## src/rtl/braid_inlet_meter.sv

```systemverilog
`default_nettype none
// +----------------------------------------------------------------------------+
// | Module      : braid_inlet_meter                                            |
// | Description : Sequential dose metering for the braid mixer inlets: one     |
// |               valve at a time, settle interval, then pumped dose.          |
// |               Optional flush phase enabled by BRAID_METER_FLUSH_EN.        |
// | Revision    : 1.0  initial release                                         |
// +----------------------------------------------------------------------------+
module braid_inlet_meter #(
  parameter int N_IN       = 4,
  parameter int DOSE_W     = 8,
  parameter int SETTLE_CYC = 4,
  parameter int FLUSH_CYC  = 8
) (
  input  logic                     clk,
  input  logic                     rst_n,
  input  logic                     cfg_valid,
  output logic                     cfg_ready,
  input  logic [N_IN*DOSE_W-1:0]   cfg_dose,
  input  logic                     abort,
  output logic [N_IN-1:0]          valve_open,
  output logic                     pump_en,
  output logic                     busy,
  output logic                     done,
  output logic                     aborted,
  output logic [DOSE_W+1:0]        pumped_total
);

  localparam int c_k_w     = (N_IN > 1) ? $clog2(N_IN) : 1;
  localparam int c_pt_w    = DOSE_W + 2;
  localparam int c_set_w   = $clog2(SETTLE_CYC + 1);
  localparam int c_fl_w    = $clog2(FLUSH_CYC + 1);
  localparam int c_cnt_w_a = (DOSE_W > c_set_w) ? DOSE_W : c_set_w;
  localparam int c_cnt_w   = (c_cnt_w_a > c_fl_w) ? c_cnt_w_a : c_fl_w;

  localparam logic [c_cnt_w-1:0] c_settle_ld = c_cnt_w'(SETTLE_CYC - 1);
  localparam logic [c_cnt_w-1:0] c_cnt_one   = c_cnt_w'(1);
  localparam logic [c_pt_w-1:0]  c_pt_one    = c_pt_w'(1);
  localparam logic [N_IN-1:0]    c_valve_one = N_IN'(1);
  localparam logic [DOSE_W-1:0]  c_dose_one  = DOSE_W'(1);
`ifdef BRAID_METER_FLUSH_EN
  localparam logic [c_cnt_w-1:0] c_flush_ld  = c_cnt_w'(FLUSH_CYC - 1);
`endif

  typedef enum logic [2:0] {
    S_IDLE     = 3'd0,
    S_SETTLE   = 3'd1,
    S_DISPENSE = 3'd2,
`ifdef BRAID_METER_FLUSH_EN
    S_FLUSH    = 3'd4,
`endif
    S_DONE     = 3'd3
  } state_t;

  state_t                    r_state;
  logic [N_IN*DOSE_W-1:0]    r_dose;
  logic [c_k_w-1:0]          r_k;
  logic [c_cnt_w-1:0]        r_cnt;
  logic [N_IN-1:0]           r_valve;
  logic                      r_pump;
  logic                      r_done;
  logic                      r_aborted;
  logic [c_pt_w-1:0]         r_pt;

  logic                      w_first_found;
  logic [c_k_w-1:0]          w_first_idx;
  logic                      w_next_found;
  logic [c_k_w-1:0]          w_next_idx;
  logic [DOSE_W-1:0]         w_dose_k;
  logic [DOSE_W-1:0]         w_dose_m1;
  logic [c_pt_w-1:0]         w_pt_inc;

  // Downward scan so the last hit is the lowest qualifying index.
  always_comb begin
    w_first_found = 1'b0;
    w_first_idx   = '0;
    w_next_found  = 1'b0;
    w_next_idx    = '0;
    w_dose_k      = '0;
    for (int i = N_IN - 1; i >= 0; i--) begin
      if (cfg_dose[i*DOSE_W +: DOSE_W] != '0) begin
        w_first_found = 1'b1;
        w_first_idx   = c_k_w'(i);
      end
      if ((r_dose[i*DOSE_W +: DOSE_W] != '0) && (i > int'(r_k))) begin
        w_next_found = 1'b1;
        w_next_idx   = c_k_w'(i);
      end
      if (c_k_w'(i) == r_k) begin
        w_dose_k = r_dose[i*DOSE_W +: DOSE_W];
      end
    end
  end

  assign w_dose_m1 = w_dose_k - c_dose_one;
  // Saturate rather than wrap if the inlet count exceeds the sizing case.
  assign w_pt_inc  = (r_pt == '1) ? r_pt : (r_pt + c_pt_one);

  always_ff @(posedge clk or negedge rst_n) begin
    if (!rst_n) begin
      r_state   <= S_IDLE;
      r_dose    <= '0;
      r_k       <= '0;
      r_cnt     <= '0;
      r_valve   <= '0;
      r_pump    <= 1'b0;
      r_done    <= 1'b0;
      r_aborted <= 1'b0;
      r_pt      <= '0;
    end else begin
      r_done    <= 1'b0;
      r_aborted <= 1'b0;
      if ((r_state != S_IDLE) && abort) begin
        r_state   <= S_IDLE;
        r_valve   <= '0;
        r_pump    <= 1'b0;
        r_aborted <= 1'b1;
      end else begin
        case (r_state)
          S_IDLE: begin
            if (cfg_valid) begin
              r_dose <= cfg_dose;
              r_pt   <= '0;
              r_k    <= w_first_idx;
              if (w_first_found) begin
                r_state <= S_SETTLE;
                r_valve <= c_valve_one << w_first_idx;
                r_pump  <= 1'b0;
                r_cnt   <= c_settle_ld;
              end else begin
`ifdef BRAID_METER_FLUSH_EN
                r_state <= S_FLUSH;
                r_valve <= '1;
                r_pump  <= 1'b1;
                r_cnt   <= c_flush_ld;
`else
                r_state <= S_DONE;
                r_valve <= '0;
                r_pump  <= 1'b0;
                r_done  <= 1'b1;
`endif
              end
            end
          end
          S_SETTLE: begin
            if (r_cnt == '0) begin
              r_state <= S_DISPENSE;
              r_pump  <= 1'b1;
              r_cnt   <= c_cnt_w'(w_dose_m1);
              r_pt    <= w_pt_inc;
            end else begin
              r_cnt <= r_cnt - c_cnt_one;
            end
          end
          S_DISPENSE: begin
            if (r_cnt == '0) begin
              if (w_next_found) begin
                r_state <= S_SETTLE;
                r_k     <= w_next_idx;
                r_valve <= c_valve_one << w_next_idx;
                r_pump  <= 1'b0;
                r_cnt   <= c_settle_ld;
              end else begin
`ifdef BRAID_METER_FLUSH_EN
                r_state <= S_FLUSH;
                r_valve <= '1;
                r_pump  <= 1'b1;
                r_cnt   <= c_flush_ld;
`else
                r_state <= S_DONE;
                r_valve <= '0;
                r_pump  <= 1'b0;
                r_done  <= 1'b1;
`endif
              end
            end else begin
              r_cnt <= r_cnt - c_cnt_one;
              r_pt  <= w_pt_inc;
            end
          end
`ifdef BRAID_METER_FLUSH_EN
          S_FLUSH: begin
            if (r_cnt == '0) begin
              r_state <= S_DONE;
              r_valve <= '0;
              r_pump  <= 1'b0;
              r_done  <= 1'b1;
            end else begin
              r_cnt <= r_cnt - c_cnt_one;
            end
          end
`endif
          S_DONE: begin
            r_state <= S_IDLE;
          end
          default: begin
            r_state <= S_IDLE;
            r_valve <= '0;
            r_pump  <= 1'b0;
          end
        endcase
      end
    end
  end

  assign cfg_ready    = (r_state == S_IDLE);
  assign busy         = (r_state != S_IDLE);
  assign valve_open   = r_valve;
  assign pump_en      = r_pump;
  assign done         = r_done;
  assign aborted      = r_aborted;
  assign pumped_total = r_pt;

endmodule
`default_nettype wire

```

## config.mk

```make
export PLATFORM = sky130hd
export DESIGN_NAME = braid_inlet_meter
export DESIGN_NICKNAME = d
export VERILOG_FILES = /design/src/rtl/braid_inlet_meter.sv
export SDC_FILE = /design/constraint.sdc
export NUM_CORES = 1
export LEC_CHECK = 0
export ABC_AREA = 1
export BUFFER_PORTS_ARGS = -buffer_cell sky130_fd_sc_hd__buf_4
export CAP_MARGIN = 10
export CELL_PAD_IN_SITES_DETAIL_PLACEMENT = 0
export CELL_PAD_IN_SITES_GLOBAL_PLACEMENT = 2
export CORE_MARGIN = 3
export CORE_UTILIZATION = 35
export CTS_CLUSTER_DIAMETER = 40
export DETAILED_ROUTE_END_ITERATION = 10
export PLACE_DENSITY_LB_ADDON = 0.2
export SLEW_MARGIN = 20
export SYNTH_ARGS = -nofsm -noshare
export SYNTH_HDL_FRONTEND = slang
export SYNTH_SLANG_ARGS = --single-unit
```

## constraint.sdc

```tcl
create_clock -name clk -period 3.2 [get_ports clk]
set_clock_uncertainty 0.1 [all_clocks]
set_input_delay 0.64 -clock clk [delete_from_list [all_inputs] [get_ports clk]]
set_output_delay 0.64 -clock clk [all_outputs]
set_load 0.01 [all_outputs]
```

# Word level (Yosys, flattened, before mapping)
# Index checks and enable logic that the tools add are counted.
[op_classes]
addsub = 3
magnitude_cmp = 3
eq_ne = 19
n_shift = 2
n_mux = 58
n_bitwise = 1
n_reduce_logical = 25
[op_table]
columns = ["operator", "count"]
rows = [
  ["2-to-1 mux 8 bit", 9],
  ["nonzero test 8 bit", 7],
  ["2-to-1 mux 10 bit", 4],
  ["one-hot mux 10 bit (3 select lines)", 1],
  ["2-to-1 mux 2 bit", 12],
  ["one-hot mux 8 bit (3 select lines)", 1],
  ["2-to-1 mux 4 bit", 5],
  ["2-to-1 mux 1 bit", 17],
  ["subtractor 8 x 1 -> 8 bit (second input constant)", 2],
  ["AND reduction 5 bit", 3],
  ["2-to-1 mux 3 bit", 4],
  ["inequality test 2 bit (second input constant)", 6],
  ["one-hot mux 4 bit (3 select lines)", 1],
  ["adder 10 x 1 -> 10 bit (second input constant)", 1],
  ["== test 10 bit (second input constant)", 1],
  ["inequality test 3 bit (second input constant)", 3],
  ["one-hot mux 3 bit (3 select lines)", 1],
  ["AND reduction 3 bit", 3],
  ["zero test 8 bit", 1],
  ["<< shifter 1 x 2 -> 4 bit (first input constant)", 2],
  ["== test 3 x 2 -> 1 bit (second input constant)", 2],
  ["nonzero test 3 bit", 2],
  ["== test 2 bit (first input constant)", 2],
  ["> comparator 2 bit (first input constant)", 2],
  ["15 further kinds", 19],
]
[totals]
ff_bits = 62
in_bits = 36
word_cells = 120

# Logic depth before layout (Yosys ltp)
# Gate-level depths: netlist of run 1.
[depth]
ltp_word = 10
ltp_mapped = 15

# Worst setup path after synthesis of run 1
# No wires, ideal clock.
[synth_path]
path_type = "flip-flop to flip-flop"
from = "register r_k[0]"
to = "register r_cnt[4]"
setup_ns = 0.116
arrival_ns = 1.777
required_time_ns = 2.984
path_slack_ns = 1.206
stages_incl_launch_ff = 13
n_path_buf = 1
synth_period_minus_slack_ns = 1.994
path_cell_list = "dfrtp_1 buf_4 nor2_4 clkinv_1 nor2_1 o21bai_2 ha_1 nand4_1 nor2_1 xor2_1 o21ai_1 nand2_1 nand2_1"
[synth_between]
elab_chain_len = 8
elab_cells_between_ends = 22
cone_classes = "1 x add/sub; 3 x order compare; 4 x eq/ne; 9 x mux; 5 x reduce/logical"
[synth_lines]
columns = ["element", "line_no", "source"]
rows = [
  ["start, declared", "57", "logic [c_k_w-1:0] r_k;"],
  ["start signal, assigned", "124", "r_k <= w_first_idx;"],
  ["start signal, assigned", "159", "r_k <= w_next_idx;"],
  ["== test 2 bit", "89", "if (c_k_w'(i) == r_k) begin"],
  ["2-to-1 mux 8 bit (4 in series)", "89", ""],
  ["subtractor 8 x 1 -> 8 bit", "95", "assign w_dose_m1 = w_dose_k - c_dose_one;"],
  ["2-to-1 mux 8 bit", "146", "if (r_cnt == '0) begin"],
  ["one-hot mux 8 bit (3 select lines)", "119", "case (r_state)"],
  ["end signal, assigned", "129", "r_cnt <= c_settle_ld;"],
  ["end signal, assigned", "149", "r_cnt <= c_cnt_w'(w_dose_m1);"],
  ["end signal, assigned", "152", "r_cnt <= r_cnt - c_cnt_one;"],
  ["end, declared", "58", "logic [c_cnt_w-1:0] r_cnt;"],
]
# Parallel ways exist; a longest one is shown, timed or not.
# A chain may end at the register's enable or synchronous reset.

# Worst setup path after layout of run 1
[layout_path]
from = "register r_k[1]"
to = "register r_cnt[4]"
# The elaborated chain is that of the path after synthesis.

==> impl_metrics.env, run 1 <==
export IMPL_ys_seq_elements=61
export IMPL_ys_warn_count=0
export IMPL_placeableCoreArea_mm2=0.0104
export IMPL_die_width_um=109
export IMPL_cts_tree="done"
export IMPL_maxCapViolations=0
export IMPL_finalSetupTns_ns=0
export IMPL_wire_per_inst_um=13.8
export IMPL_syn_inst=522
export IMPL_cts_max_level=3
export IMPL_clock_path_buffers=2
export IMPL_place_area_mm2=0.00426
export IMPL_first_pass_iters=4
export IMPL_synth_avg_cell_area_um2=7.17
export IMPL_rsz0062_at_grt="false"
export IMPL_cts_setup_buffers=0
export IMPL_fmax_mhz=415
export IMPL_grt_max_degree=65
export IMPL_io_buffers=54
export IMPL_postRouteAntennaNets=0
export IMPL_path_class="reg2reg"
export IMPL_drive_gt1_share_pct=20.3
export IMPL_r2r_end="r_cnt[4]"
export IMPL_fin_crit_sh_pct=75.3
export IMPL_path_cells="nor2_4 -> clkinv_1 -> nor2_1 -> o21bai_2 -> ha_1 -> nand4_1 -> nor2_1 -> xor2_1 -> o21ai_1 -> nand2_1 -> nand2_1"
export IMPL_layout_common_cells="nand2_1, inv_1, dfrtp_1, buf_4"
export IMPL_drt_iter0_drc=214
export IMPL_nFillCells=1139
export IMPL_io_pin_count=55
export IMPL_viasPerCell=4.76
export IMPL_post_route_util_pct=43.0
export IMPL_finalHoldViolations=0
export IMPL_initial_core_util_pct=36.1
export IMPL_drt_total_wl_um=9940
export IMPL_grt_pass1_wl_um=16800
export IMPL_setup_viol=0
export IMPL_cp_start_kind="flip-flop"
export IMPL_cts_resized=0
export IMPL_endpoint_kind="flip-flop"
export IMPL_powerDensity_mw_per_mm2=909
export IMPL_die_area_mm2=0.0120
export IMPL_syn_area_mm2=0.00374
export IMPL_routed_via_count=3420
export IMPL_reg2reg_depth=11
export IMPL_ir_drop_mv=0.259
export IMPL_die_h_um=109
export IMPL_finalMaxSlewViolations=0
export IMPL_worst_pin_slew_ns=0.784
export IMPL_seq_area_frac_synth_pct=40.8
export IMPL_num_antenna_cells=0
export IMPL_slowest_stage="dfrtp_1"
export IMPL_p_leak_nw=2.22
export IMPL_worstPathRequired_ns=3.34
export IMPL_placedCellCount=702
export IMPL_grt_pass1_vias=3374
export IMPL_final_common_cell="nand2_1"
export IMPL_fin_nets=620
export IMPL_cts_made_buffers=9
export IMPL_relSlewSlack_pct=47.7
export IMPL_critPathMaxFanout=17
export IMPL_antenna_found_initial=0
export IMPL_arrival_ns=2.55
export IMPL_worstSetupStartpoint="r_k[1]"
export IMPL_cts_sinks=61
export IMPL_min_path_type="in2async"
export IMPL_grt_usage_pct=18.0
export IMPL_overflow=0
export IMPL_final_cell_area_mm2=0.00446
export IMPL_drc=0
export IMPL_r2r_start="r_k[1]"
export IMPL_fin_crit_ns=2.41
export IMPL_p_total_mw=4.06
export IMPL_root_buffer="clkbuf_8"
export IMPL_row_count=37
export IMPL_holdBufCountCts=0
export IMPL_finalNonFillerCells=718
export IMPL_syn_to_final_growth_pct=19.2
export IMPL_clkLatencyLatePin_ns=0.35
export IMPL_rrSetupSlack_ns=0.79
export IMPL_slowest_delay_ns=0.60
export IMPL_dp_hpwl_um=7580
export IMPL_synth_cell_types=38
export IMPL_synthesis_nets=565
export IMPL_outcome="completed"
export IMPL_path_clk_slew_ns=0.08
export IMPL_gp_congestion=0.849
## power breakdown
part	leakage, nW	switching [mW]	internal [mW]	total, mW
sequential	0.787	0.291	1.06	1.35
clock	0.0918	0.349	0.362	0.711
combinational	1.34	1.29	0.699	1.99
## synthesized netlist by cell type, drive strengths merged
cell / n / area (um2)
nand2: 151 / 574
inv: 81 / 304
dfrtp: 61 / 1530
o21ai: 58 / 302
nor2: 54 / 253
nand3: 43 / 228
nand4: 12 / 75.1
nor3: 9 / 50.1
xor2: 8 / 70.1
ha: 7 / 87.6
clkbuf: 6 / 22.5
a21oi: 5 / 28.8
buf: 5 / 42.5
o22ai: 4 / 25.0
nor4: 3 / 25.0
xnor2: 3 / 26.3
a31oi: 2 / 27.5
clkinv: 2 / 7.51
o21bai: 2 / 18.8
or2: 2 / 12.5
o211ai: 1 / 7.51
o21a: 1 / 7.51
o31ai: 1 / 12.5
o32ai: 1 / 8.76
## layer usage
metal  vias to the layer above  track usage, %  wire (um)
li1                       1776               -          -
met2                        56            26.2       4320
met4                         0            4.99         90
met3                         6            4.11        347
met1                      1582            26.7       5180
met5                         -               0          0
## through the flow
step | hold WS (ns) | worst slack (ns)
2_1_floorplan | 0.244 | 1.21
5_1_grt | 0.329 | 0.452
4_1_cts | 0.302 | 0.791
3_3_place_gp | 0.372 | 0.846
3_5_place_dp | 0.378 | 0.807
6_report | 0.263 | 0.790
## worst max path at each step
| stage | depth (start not counted) | endpoint |
|---|---|---|
| global placement | 13 | r_cnt[6] |
| floorplan | 12 | r_cnt[4] |
| global route | 13 | r_cnt[6] |
| CTS | 13 | r_cnt[6] |
| detailed placement | 11 | r_cnt[4] |
| finish | 11 | r_cnt[4] |
## logic make-up after synthesis
group / synth area share (%)
adders and majority gates: 2.34
xor gates and xnor gates: 2.57
DFF: 40.8
AOI/OAI and AO/OA: 11.7
buffers and inverters: 10.1
and+or+nand+nor: 32.5
## critical path: cells and delay by family (launching register included)
kind	cells	cell delay, ns
buffers and inverters	1	0.16
flip-flops	1	0.60
XOR/XNOR	1	0.17
adder cells (fa/ha/maj)	1	0.25
AO/OA/AOI/OAI	2	0.23
AND/OR/NAND/NOR	6	0.81
## cell type report
type	count	area, um2	area share, %
inverters	83	312	6.99
clock inverters	7	75.1	1.68
flip-flops and latches	61	1530	34.2
multi-input cells	367	1840	41.2
well taps	136	170	3.82
clock buffers	9	124	2.78
repair buffers	55	413	9.26
## state kept, by name (all words and copies together) (netlist names)
register / flops
r_cnt: 8
r_state: 2
r_k: 2
r_dose: 32
pumped_total: 10
done: 1
aborted: 1
valve_open: 4
pump_en: 1
(Power assumes the default switching activity.)
==> run 2: changes to the inputs <==
Settings changed: CORE_UTILIZATION 35 to 29.
Clock period 3.2 ns to 2.15 ns, I/O delays scaled along.
==> run 2 against run 1 <==
Critical path depth is 1 lower. First-iteration DRC count is 8.4% lower. Final cell count is 7.0% higher. Non-clock buffer count is 18 higher. Clock-buffer cell count is 2 higher. Critical path type unchanged. Critical endpoint is now r_cnt[1]. Largest cell class unchanged. Largest power group unchanged.
==> impl_metrics.env, run 2 (same netlist as run 1, synthesis figures left out) <==
export IMPL_cts_tree="done"
export IMPL_worstPathRequired_ns=2.27
export IMPL_place_area_mm2=0.00443
export IMPL_wire_per_inst_um=13.5
export IMPL_setup_viol=0
export IMPL_viasPerCell=4.59
export IMPL_grt_usage_pct=15.5
export IMPL_grt_max_degree=65
export IMPL_maxCapViolations=0
export IMPL_p_leak_nw=2.38
export IMPL_reg2reg_depth=10
export IMPL_worst_pin_slew_ns=0.521
export IMPL_io_buffers=54
export IMPL_drt_iter0_drc=196
export IMPL_layout_common_cells="nand2_1, buf_4, inv_1, dfrtp_1, nand3_1"
export IMPL_drc=0
export IMPL_seqPwrFrac_pct=29.3
export IMPL_fmax_mhz=500
export IMPL_internal_power_mw=3.85
export IMPL_powerDensity_mw_per_mm2=1420
export IMPL_hold_slack_ns=0.261
export IMPL_row_count=40
export IMPL_drive_gt1_share_pct=23.7
export IMPL_cp_start_kind="flip-flop"
export IMPL_gp_congestion=0.852
export IMPL_min_path_type="in2reg"
export IMPL_final_common_cell="nand2_1"
export IMPL_num_antenna_cells=0
export IMPL_p_switching_mw=2.97
export IMPL_finalHoldViolations=0
export IMPL_endpoint_kind="flip-flop"
export IMPL_dp_hpwl_um=8110
export IMPL_die_width_um=120
export IMPL_die_h_um=120
export IMPL_clkLatencyLatePin_ns=0.34
export IMPL_die_area_mm2=0.0143
export IMPL_outcome="completed"
export IMPL_arrival_ns=2.12
export IMPL_critPathMaxFanout=10
export IMPL_finalSetupTns_ns=0
export IMPL_fin_crit_sh_pct=93.0
export IMPL_first_pass_iters=4
export IMPL_worstHoldStart="cfg_dose[6]"
export IMPL_ir_drop_mv=0.523
export IMPL_path_clk_slew_ns=0.06
export IMPL_p_sw_share_pct=43.6
export IMPL_initial_core_util_pct=30.4
export IMPL_path_class="reg2reg"
export IMPL_r2r_end="r_cnt[1]"
export IMPL_hold_path_end="r_dose[6]"
export IMPL_overflow=0
export IMPL_io_pin_count=55
export IMPL_syn_to_final_growth_pct=28.5
export IMPL_regMostFlops="r_dose"
export IMPL_relSlewSlack_pct=65.3
export IMPL_worstSetupStartpoint="r_k[1]"
export IMPL_min_path_cells=3
export IMPL_comb_power_share_pct=46.8
export IMPL_finalMaxSlewViolations=0
export IMPL_r2r_start="r_k[1]"
export IMPL_rrSetupSlack_ns=0.15
export IMPL_clockPowerShare_pct=23.9
export IMPL_fin_nets=638
export IMPL_fin_crit_ns=2.00
export IMPL_largest_reg_flops=32
export IMPL_final_cell_area_mm2=0.00481
export IMPL_clock_path_buffers=2
export IMPL_grt_pass1_wl_um=17400
export IMPL_cts_made_buffers=9
export IMPL_cts_max_level=3
export IMPL_cts_sinks=61
export IMPL_rsz0062_at_grt="true"
export IMPL_root_buffer="clkbuf_16"
export IMPL_pre_cts_ws_ns=-0.0258
export IMPL_postRouteAntennaNets=0
export IMPL_placedCellCount=750
export IMPL_placeableCoreArea_mm2=0.0123
export IMPL_finalNonFillerCells=768
export IMPL_grt_pass1_vias=3491
export IMPL_setup_slack_ns=0.150
export IMPL_routed_via_count=3522
export IMPL_drt_total_wl_um=10400
export IMPL_antenna_found_initial=0
[run 2: repair_timing]
item	CTS	global route
endpoints found under the setup margin	2	13
resized for setup	2	7
pin swaps	0	0
endpoints found under the hold margin	25	0
hold buffers	1	0
buffers inserted	0	1
[run 2: worst max-delay path by stage]
stage,end,slack (ns),cells after the start
detailed placement,pumped_total[0],-0.03,10
floorplan,r_cnt[4],0.16,12
CTS,r_cnt[4],0.07,11
global placement,pumped_total[6],0.02,10
finish,r_cnt[1],0.15,10
global route,r_k[0],-0.03,8
[run 2: layout make-up]
cell class	count	area (um2)
Fill cell	1351	7500
Clock inverter	5	82.6
Timing Repair Buffer	73	563
Multi-Input combinational cell	367	1850
Inverter	83	317
Sequential cell	61	1530
Clock buffer	11	253
Tap cell	168	210
[run 2: power by group through the flow]
stage	clock network, mW	logic, mW	registers [mW]
global route	1.72	3.65	2.06
finish	1.63	3.19	2.00
global placement	0	3.17	2.01
CTS	1.68	3.20	1.99
detailed placement	0	3.17	2.01
floorplan	0	2.29	1.87
[run 2: per-stage QoR]
stage	power, mW	utilization, %
floorplan	4.16	-
global placement	5.18	36.0
detailed placement	5.18	36.0
CTS	6.87	38.9
global route	7.43	39.0
finish	6.82	39.0
[run 2: critical path, stage by stage (launching register included)]
cell and delay [ns]:
dfrtp_2 0.49, nor2_1 0.23, nand2_1 0.11, nand2_1 0.09
o21bai_2 0.08, ha_1 0.29, nor2_1 0.04, nor3_1 0.21
a21oi_1 0.06, o21ai_1 0.11, o21ai_1 0.07
[run 2: layer usage]
layer  part of all wire, %  track usage [%]  vias to the layer above
li1                      -                -                     1812
met3                   4.1             4.43                       16
met5                     0                0                        -
met4                   1.8             5.65                        0
met2                    44             23.4                       58
met1                    50             21.1                     1636
==> run 3: changes to the inputs <==
Settings changed: ABC_AREA 1 to not set, CORE_UTILIZATION 29 to 33.
==> run 3 against run 2 <==
The run now ends with setup timing left. Worst hold slack lost 0.20 ns. Final cell count fell by 21%. Register-to-register slack worse by 0.16 ns. Clock-buffer cell count shrank 1. Synthesized cell count down 35%. Power rose by 12%. Utilization is 11 points higher. Combinational power is 36% higher. Non-clock buffer count rose by 61. Critical path type unchanged.
==> impl_metrics.env, run 3 <==
export IMPL_placeableCoreArea_mm2=0.0104
export IMPL_ys_flop_type="dfrtp_1"
export IMPL_syn_area_mm2=0.00357
export IMPL_r2r_end="r_cnt[3]"
export IMPL_ys_seq_elements=61
export IMPL_synth_top_area_share_pct=42.8
export IMPL_maxCapViolations=0
export IMPL_regMostFlops="r_dose"
export IMPL_finalHoldViolations=0
export IMPL_root_buffer="clkbuf_8"
export IMPL_drt_total_wl_um=10300
export IMPL_drt_iter0_drc=202
export IMPL_critPathMaxFanout=6
export IMPL_io_buffers=54
export IMPL_cp_top_family="compound AO/OA/AOI/OAI gates"
export IMPL_nFillCells=965
export IMPL_finalSetupTns_ns=-0.00946
export IMPL_fin_nets=512
export IMPL_grt_max_degree=62
export IMPL_row_count=37
export IMPL_rsz0062_at_grt="true"
export IMPL_p_total_mw=7.61
export IMPL_path_cells="buf_4 -> buf_4 -> mux4_2 -> o21ai_0 -> o21ai_1 -> a32oi_1 -> o221ai_2"
export IMPL_final_cell_area_mm2=0.00523
export IMPL_wire_per_inst_um=16.9
export IMPL_r2r_start="r_k[1]"
export IMPL_routed_via_count=3209
export IMPL_first_pass_iters=6
export IMPL_violations="setup timing"
export IMPL_synth_avg_cell_area_um2=10.6
export IMPL_outcome="complete, but fails checks"
export IMPL_place_area_mm2=0.00460
export IMPL_worstSetupStartpoint="r_k[1]"
export IMPL_clkLatencyLatePin_ns=0.35
export IMPL_ys_warn_count=0
export IMPL_viasPerCell=5.26
export IMPL_rrSetupSlack_ns=-0.009
export IMPL_cts_tree="done"
export IMPL_syn_to_final_growth_pct=46.4
export IMPL_cts_sinks=61
export IMPL_yosys_area_top_type="dfrtp_1"
export IMPL_worstPathRequired_ns=2.27
export IMPL_finalMaxSlewViolations=0
export IMPL_drive_gt1_share_pct=53.0
export IMPL_dp_hpwl_um=7500
export IMPL_cts_made_buffers=9
export IMPL_relSlewSlack_pct=47.4
export IMPL_fin_crit_ns=2.16
export IMPL_clock_path_buffers=2
export IMPL_yosys_top_cells_count="dfrtp_1, mux2_2, nand2_1, nor2_1, a21oi_1"
export IMPL_largest_reg_flops=32
export IMPL_holdBufCountCts=0
export IMPL_synth_edf_count=0
export IMPL_cp_buffers_inverters=2
export IMPL_slowest_stage="mux4_2"
export IMPL_crit_cells=7
export IMPL_grt_pass1_vias=3036
export IMPL_p_leak_nw=2.25
export IMPL_fmax_mhz=463
export IMPL_fin_crit_sh_pct=100
export IMPL_powerDensity_mw_per_mm2=1460
export IMPL_overflow=0
export IMPL_min_path_type="in2async"
export IMPL_initial_core_util_pct=34.3
export IMPL_postRouteAntennaNets=0
export IMPL_seq_area_frac_synth_pct=42.8
export IMPL_final_common_cell="buf_4"
export IMPL_io_pin_count=55
export IMPL_slowest_delay_ns=0.51
export IMPL_synth_cell_types=60
export IMPL_drc=0
export IMPL_cp_start_kind="flip-flop"
export IMPL_die_h_um=110
export IMPL_grt_pass1_wl_um=15900
export IMPL_post_route_util_pct=50.2
export IMPL_worst_pin_slew_ns=0.789
export IMPL_num_antenna_cells=0
export IMPL_ir_drop_mv=0.660
export IMPL_antenna_found_initial=0
export IMPL_layout_common_cells="buf_4, dfrtp_1, mux2_2, nand2_1, nor2_1"
export IMPL_cts_max_level=3
export IMPL_pre_cts_ws_ns=-0.116
export IMPL_hold_slack_ns=0.0584
export IMPL_path_class="reg2reg"
export IMPL_endpoint="r_cnt[3]"
export IMPL_synth_area_top_cells="dfrtp_1, mux2_2, mux4_2, nand2_1, nor2_1"
export IMPL_path_clk_slew_ns=0.08
export IMPL_synthesis_nets=381
export IMPL_arrival_ns=2.28
export IMPL_reg2reg_depth=7
export IMPL_die_width_um=110
export IMPL_gp_congestion=0.868
export IMPL_syn_inst=338
export IMPL_cp_common_cell="buf_4"
export IMPL_finalNonFillerCells=610
export IMPL_endpoint_kind="flip-flop"
export IMPL_setup_viol=1
export IMPL_async_flop_share_pct=100
export IMPL_die_area_mm2=0.0121
export IMPL_grt_usage_pct=17.2
export IMPL_placedCellCount=580
export IMPL_setup_slack_ns=-0.00946
export IMPL_yosysMostFrequentCell="dfrtp_1"
-- run 3: cell count changes after synthesis, sizes merged, moves of 29 or more --
| cell | delta |
|---|---|
| inv | -68 |
| mux2 | +33 |
| nand2 | -121 |
| nand3 | -32 |
| nor2 | -29 |
| o21ai | -36 |
-- run 3: power by group --
part / internal [mW] / switching (mW)
Sequential: 1.63 / 0.571
Combinational: 2.29 / 2.06
Clock: 0.565 / 0.502
-- run 3: worst min path at each step --
stage          slack [ns]               to          start  depth (start not counted)
3_3_place_gp         0.36    valve_open[0]  valve_open[0]                          2
5_1_grt              0.12  pumped_total[6]          rst_n                          1
2_1_floorplan        0.03          aborted          rst_n                          0
6_report             0.06  pumped_total[7]          rst_n                          1
4_1_cts              0.09  pumped_total[7]          rst_n                          1
3_5_place_dp         0.37    valve_open[0]  valve_open[0]                          2
-- run 3: cell families (layout without fill, tap and decap cells) --
kind of cell               after synthesis  count (layout)  synth area share, %
and+or+nand+nor                        119             119                 18.9
AOI/OAI and AO/OA                       76              76                 14.8
DFF                                     61              61                 42.8
muxes                                   43              43                 16.0
buffers and inverters                   27             163                 3.79
adders and majority gates                7               7                 2.45
xor gates and xnor gates                 5               5                 1.23
-- run 3: what timing repair did --
action | in CTS | in global routing
setup buffers | 3 | 12
pin swaps | 13 | 35
setup endpoints to repair | 20 | 31
resized for setup | 23 | 49
hold endpoints to repair | 0 | 0
gates cloned | 0 | 1
-- run 3: layer usage --
layer,part of all wire (%),track usage [%],wire length [um],vias to the layer above
met5,0,0,0,-
met4,1.1,5.34,110,0
met3,3.6,3.73,372,12
met2,45,25.3,4660,59
met1,50,25.2,5150,1597
li1,-,-,-,1541
-- run 3: layout make-up --
cell class / count / area (um2) / area share (%)
clock buffer: 10 / 138 / 2.63
multi-input combinational: 250 / 2240 / 42.8
timing repair buffer: 134 / 1040 / 19.9
sequential: 61 / 1530 / 29.3
tap: 136 / 170 / 3.26
inverter: 13 / 48.8 / 0.933
clock inverter: 6 / 61.3 / 1.17
-- run 3: worst register-to-register path, stage by stage, from the launching register on --
cell,delay [ns]
dfrtp_2,0.44
buf_4,0.19
buf_4,0.14
mux4_2,0.51
o21ai_0,0.16
o21ai_1,0.10
a32oi_1,0.24
o221ai_2,0.14
